$ cat config.mk
export PLATFORM = sky130hd
export DESIGN_NAME = vga_frame_monitor
export DESIGN_NICKNAME = d
export VERILOG_FILES = /design/src/rtl/vga_frame_monitor.sv
export SDC_FILE = /design/constraint.sdc
export NUM_CORES = 1
export LEC_CHECK = 0
export ABC_AREA = 0
export BUFFER_PORTS_ARGS = -buffer_cell sky130_fd_sc_hd__buf_2
export CORE_MARGIN = 3
export CORE_UTILIZATION = 43
export DETAILED_ROUTE_END_ITERATION = 7
export SYNTH_ARGS = -nofsm -noshare
export SYNTH_HDL_FRONTEND = slang
export SYNTH_SLANG_ARGS = --single-unit
export TNS_END_PERCENT = 50
$ cat constraint.sdc
create_clock -name clk -period 6 [get_ports clk]
set_input_delay 1.2 -clock clk [delete_from_list [all_inputs] [get_ports clk]]
set_output_delay 1.2 -clock clk [all_outputs]
set_load 0.01 [all_outputs]
$ cat src/rtl/vga_frame_monitor.sv
// Locks to a VGA hsync/vsync/color stream, recovers pixel coordinates, flags line and
// frame timing errors, captures a probe pixel and checksums the visible area of each frame.
module vga_frame_monitor #(
    parameter int H_VISIBLE   = 640,
    parameter int H_FP        = 16,
    parameter int H_SYNC      = 96,
    parameter int H_BP        = 48,
    parameter int V_VISIBLE   = 480,
    parameter int V_FP        = 10,
    parameter int V_SYNC      = 2,
    parameter int V_BP        = 33,
    parameter bit SYNC_ACTIVE = 1'b0,
    parameter int GOOD_LINES  = 2
) (
    input  logic        clk,
    input  logic        rst,
    input  logic        hsync,
    input  logic        vsync,
    input  logic [11:0] color_in,
    input  logic [9:0]  probe_x,
    input  logic [9:0]  probe_y,
    output logic        locked,
    output logic [9:0]  x_pos,
    output logic [9:0]  y_pos,
    output logic        de,
    output logic [11:0] probe_color,
    output logic        probe_valid,
    output logic [15:0] frame_cnt,
    output logic [23:0] frame_sum,
    output logic        err_h,
    output logic        err_v
);
    localparam int H_TOTAL = H_VISIBLE + H_FP + H_SYNC + H_BP;
    localparam int V_TOTAL = V_VISIBLE + V_FP + V_SYNC + V_BP;
    localparam logic [9:0] H_EDGE = 10'(H_VISIBLE + H_FP);
    localparam logic [9:0] V_EDGE = 10'(V_VISIBLE + V_FP);
    localparam logic [9:0] H_LAST = 10'(H_TOTAL - 1);
    localparam logic [9:0] V_LAST = 10'(V_TOTAL - 1);
    localparam logic [9:0] H_VIS  = 10'(H_VISIBLE);
    localparam logic [9:0] V_VIS  = 10'(V_VISIBLE);
    localparam int TO_W = $clog2(2 * H_TOTAL + 1);
    localparam logic [TO_W-1:0] TO_LAST = TO_W'(2 * H_TOTAL - 1);
    localparam int GC_W = $clog2(GOOD_LINES + 1);
    localparam logic [GC_W-1:0] GC_LAST = GC_W'(GOOD_LINES - 1);
    localparam logic SA = SYNC_ACTIVE;

    typedef enum logic [1:0] {SEARCH, HCHK, VWAIT, LOCKED} state_t;

    state_t           state_q, state_d;
    logic             hs_q, hs_dly_q, vs_q, vs_dly_q;
    logic [11:0]      col_q;
    logic [9:0]       hc_q, hc_d, vc_q, vc_d;
    logic [GC_W-1:0]  good_q, good_d;
    logic [TO_W-1:0]  to_q, to_d;
    logic [23:0]      acc_q, acc_d;
    logic [9:0]       x_q, y_q;
    logic             de_q, de_d;
    logic [11:0]      pcol_q, pcol_d;
    logic             pvld_q, pvld_d;
    logic [15:0]      fcnt_q, fcnt_d;
    logic [23:0]      fsum_q, fsum_d;
    logic             errh_q, errh_d, errv_q, errv_d;

    logic             hedge, vedge, hwrap, timeout, hc_bad, vc_bad, in_lock, frame_evt;
    logic [9:0]       hc_pred, vc_pred;

    assign hedge   = (hs_q == SA) && (hs_dly_q != SA);
    assign vedge   = (vs_q == SA) && (vs_dly_q != SA);
    assign hwrap   = !hedge && (hc_q == H_LAST);
    assign hc_pred = (hc_q == H_LAST) ? 10'd0 : hc_q + 10'd1;
    assign vc_pred = hwrap ? ((vc_q == V_LAST) ? 10'd0 : vc_q + 10'd1) : vc_q;
    assign hc_bad  = hedge && (hc_pred != H_EDGE);
    assign vc_bad  = vedge && (vc_pred != V_EDGE);
    assign timeout = !hedge && (to_q == TO_LAST);
    assign in_lock = (state_q == LOCKED);

    // hc_d/vc_d are the coordinates of the pixel currently in the input register.
    always_comb begin
        hc_d    = hedge ? H_EDGE : hc_pred;
        vc_d    = vedge ? V_EDGE : vc_pred;
        state_d = state_q;
        good_d  = good_q;
        to_d    = hedge ? '0 : to_q + TO_W'(1);
        errh_d  = 1'b0;
        errv_d  = 1'b0;
        case (state_q)
            SEARCH: begin
                to_d   = '0;
                good_d = '0;
                if (hedge) state_d = HCHK;
            end
            HCHK: begin
                if (timeout) begin
                    state_d = SEARCH;
                end else if (hedge) begin
                    if (hc_bad) begin
                        good_d = '0;
                    end else if (good_q == GC_LAST) begin
                        good_d  = '0;
                        state_d = VWAIT;
                    end else begin
                        good_d = good_q + GC_W'(1);
                    end
                end
            end
            VWAIT: begin
                if (timeout)    state_d = SEARCH;
                else if (vedge) state_d = LOCKED;
            end
            LOCKED: begin
                errh_d = hc_bad || timeout;
                errv_d = vc_bad;
                if (errh_d || errv_d) state_d = SEARCH;
            end
            default: state_d = SEARCH;
        endcase

        frame_evt = in_lock && vedge && !errh_d && !errv_d;
        de_d      = in_lock && (hc_d < H_VIS) && (vc_d < V_VIS);
        pvld_d    = in_lock && (hc_d == probe_x) && (vc_d == probe_y);
        pcol_d    = pvld_d ? col_q : pcol_q;
        acc_d     = de_d ? acc_q + {12'd0, col_q} : acc_q;
        fsum_d    = fsum_q;
        fcnt_d    = fcnt_q;
        if (frame_evt) begin
            fsum_d = acc_q;
            fcnt_d = fcnt_q + 16'd1;
        end
        if (frame_evt || (state_q == VWAIT && state_d == LOCKED)) acc_d = '0;
    end

    always_ff @(posedge clk) begin
        if (rst) begin
            hs_q     <= ~SA;
            hs_dly_q <= ~SA;
            vs_q     <= ~SA;
            vs_dly_q <= ~SA;
            col_q    <= '0;
            state_q  <= SEARCH;
            hc_q     <= '0;
            vc_q     <= '0;
            good_q   <= '0;
            to_q     <= '0;
            acc_q    <= '0;
            x_q      <= '0;
            y_q      <= '0;
            de_q     <= 1'b0;
            pcol_q   <= '0;
            pvld_q   <= 1'b0;
            fcnt_q   <= '0;
            fsum_q   <= '0;
            errh_q   <= 1'b0;
            errv_q   <= 1'b0;
        end else begin
            hs_q     <= hsync;
            hs_dly_q <= hs_q;
            vs_q     <= vsync;
            vs_dly_q <= vs_q;
            col_q    <= color_in;
            state_q  <= state_d;
            hc_q     <= hc_d;
            vc_q     <= vc_d;
            good_q   <= good_d;
            to_q     <= to_d;
            acc_q    <= acc_d;
            x_q      <= hc_d;
            y_q      <= vc_d;
            de_q     <= de_d;
            pcol_q   <= pcol_d;
            pvld_q   <= pvld_d;
            fcnt_q   <= fcnt_d;
            fsum_q   <= fsum_d;
            errh_q   <= errh_d;
            errv_q   <= errv_d;
        end
    end

    assign locked      = in_lock;
    assign x_pos       = x_q;
    assign y_pos       = y_q;
    assign de          = de_q;
    assign probe_color = pcol_q;
    assign probe_valid = pvld_q;
    assign frame_cnt   = fcnt_q;
    assign frame_sum   = fsum_q;
    assign err_h       = errh_q;
    assign err_v       = errv_q;

endmodule

==> out/qor.txt <==
post-synthesis register bit count -> 131
Setup Skew -> 5.81 ps
top area cells in the synthesized netlist -> dfxtp_1 (38%), nand2_1 (7.1%), a21oi_1 (5.0%)
period utilization -> 78.5%
drt pass-1 iters -> 7
post-synthesis simple-gate area fraction -> 29.3%
first-pass GRT wire length -> 29800 um
final setup fails -> 0
clock sinks -> 131
setup TNS -> 0 ps
Post-DRT Antenna Nets -> 0
Cells after DPL -> 1122
internal power -> 1610 uW
fraction of the mapped netlist area in adder cells -> 3.40%
Clk pwr share -> 50.3%
Post-CTS Setup Inserts -> 0
CP max-delay cell -> or4_1
Synth Area in Compound Gates -> 16.5%
routed vias -> 6370
initial antenna violation count -> 0
largest net degree at the start of global routing -> 43
GRT Util Overall -> 20.8%
status -> finished clean
buffer levels on the longest clock path -> 2
Core Region -> 15400 um^2
largest family of logic cells by synthesized area -> simple AND/OR/NAND/NOR gates
Warnings, synthesis -> 0
number of synthesized flops with an enable pin -> 0
share of layout cells above drive strength 1 -> 18.6%
endpoints failing hold -> 0
Root Driver -> clkbuf_16
Avg WL per Cell -> 15.5 um
Worst path max stage delay -> 760 ps
reg2reg path depth -> 9
Async S/R FF share, synth -> 0%
Worst Hold Class -> reg -> reg
Clk Latency, worst-skew pair -> 420 ps
die area -> 17500 um^2
Achievable Freq -> 0.212 GHz
Reg clk slew, reported paths -> 60 ps
grt total ovfl -> 0
synth-to-layout area growth -> 19.0%
CP bufs+invs -> 0
mux share of post-synthesis cell area -> 2.80%
Pleak -> 0.00315 uW
count leader, synth -> dfxtp_1
final cell count without fillers -> 1154
RSZ-0062 raised after global routing -> false
Die Width -> 132 um
VDD IR-drop max -> 0.194 mV
top cell type's share of synthesized area -> 38.3%
CP Max Fanout -> 17
Resized Gates After CTS -> 0
Slew Limit Fails -> 0
Boundary Pins -> 113
element type at the critical path end -> register
fin nets -> 984
most frequent CP cell -> nand4_1
Cells after Synth -> 835
Die Y -> 132 um
WHS -> 446 ps
row count -> 45
crit-path cells -> ha_1, and4_1, nand4_1, or4_1, xnor2_1, nor3_1, nand4_1, nor4_1, mux2_2
crit path DAT -> 5020 ps
Rel. slew slack -> 25.4%
Worst-Margin Slew -> 1110 ps
vias in the first global route -> 5929
critical path type -> reg -> reg
Switching Share -> 22.5%
Fill cells -> 1499
placed wire-length estimate -> 12600 um
DRC Markers -> 0
Mapped Avg Cell Area -> 8.20 um^2
Antenna diodes -> 0
mapped cell area -> 6850 um^2
Crit path depth -> 9
Mapped Nets -> 889
TritonCTS clock tree -> built
Synth Area in XOR/XNOR -> 5.70%
P_sw -> 467 uW
area of placed instances -> 7550 um^2
Sequential Area -> 2620 um^2
Worst Hold Depth -> 2
Critical Path RT -> 6310 ps
Unique masters post-synth -> 75
combinational share of power -> 6.3%
vias per cell -> 5.52
# H-tree levels -> 4
Final Cell Area -> 8150 um^2
CP Launch Type -> register
CTS Buf Count -> 17
largest area contributor in the netlist -> dfxtp_1
PD cells -> 255 nW/um^2
Starting Density -> 44.5%
I/O Buffers -> 112
WL final -> 17900 um
DRT iter0 DRCs -> 475
routed wl met2 -> 8090 um
crit path time final -> 4710 ps
top post-synthesis cells by count -> dfxtp_1 (131), nand2_1 (129), nor2_1 (70)
area occupied by multi-input gates -> 3960 um^2
met3 wire len -> 958 um
Max Cap Violations -> 0
Synth Flop Type -> dfxtp_1
Flop pwr share -> 43.4%
top sig layer -> met4
# hold bufs at CTS -> 0
Metal-1 WL -> 8490 um
Top Family by Delay on Critical Path -> simple AND/OR/NAND/NOR gates
gp weighted congestion -> 0.900
part of the Yosys area used for sequential elements -> 38.3%
## logic make-up after synthesis
family | after synthesis
simple gates | 389
compound gates | 169
flops | 131
buf+inv | 66
xor+xnor | 43
mux | 19
fa+ha+maj | 18
## cell usage in the layout (no fill, tap or decap), drive strengths merged, types with 15 or more instances in the layout
cell and instances:
a21oi 68, and3 15, buf 121, clkbuf 23, dfxtp 131, ha 17, inv 20, mux2i 18
nand2 129, nand3 28, nand4 18, nor2 71, nor2b 21, nor3 20, nor4 19, o21ai 19
or2 16, xnor2 26, xor2 16
## stage by stage
stage / total power, uW / setup WS (ps) / util, %
floorplan: 1000 / 2620 / -
global placement: 1050 / 1530 / 49.1
detailed placement: 1050 / 1380 / 49.1
CTS: 2100 / 1360 / 53.0
global route: 2150 / 988 / 53.0
finish: 2080 / 1290 / 53.0
## worst paths after layout
kind / startpoint / endpoint / slack [ps]
setup / recovery: x_pos[0] / frame_cnt[15] / 1290
hold / removal: frame_sum[10] / frame_sum[10] / 450
setup reg to reg: x_pos[0] / frame_cnt[15] / 1290
hold reg to reg: frame_sum[10] / frame_sum[10] / 450
## power by group through the flow
| stage | Combinational, uW | Sequential, uW | Clock, uW |
|---|---|---|---|
| floorplan | 86.2 | 914 | 0 |
| global placement | 129 | 921 | 0 |
| detailed placement | 129 | 921 | 0 |
| CTS | 130 | 902 | 1060 |
| global route | 145 | 904 | 1110 |
| finish | 130 | 902 | 1050 |
## registers in the layout (all words and copies together) (netlist names)
signal,cells
state_q,2
err_h,1
hs_q,1
frame_sum,24
vs_dly_q,1
y_pos,10
frame_cnt,16
acc_q,24
err_v,1
x_pos,10
probe_color,12
to_q,11
hs_dly_q,1
good_q,2
col_q,12
probe_valid,1
de,1
vs_q,1
## cell type report
class                           instances  area share (%)
Clock buffer                           23            5.74
Clock inverter                          9            1.58
Inverter                               21           0.967
Multi-Input combinational cell        638            48.6
Sequential cell                       131            32.2
Tap cell                              211            3.24
Timing Repair Buffer                  121            7.71
## worst min-delay path, delay by kind of cell (launching register included)
kind | cells | cell delay, ps
and+or+nand+nor | 1 | 50
AOI/OAI and AO/OA | 1 | 50
DFF | 1 | 300
## layer usage
layer	up-vias	global-route usage, %
li1	3225	-
met1	2946	27.4
met2	166	32.8
met3	33	5.27
met4	0	7.97
met5	-	0
Power figures use the tool's default switching activity.
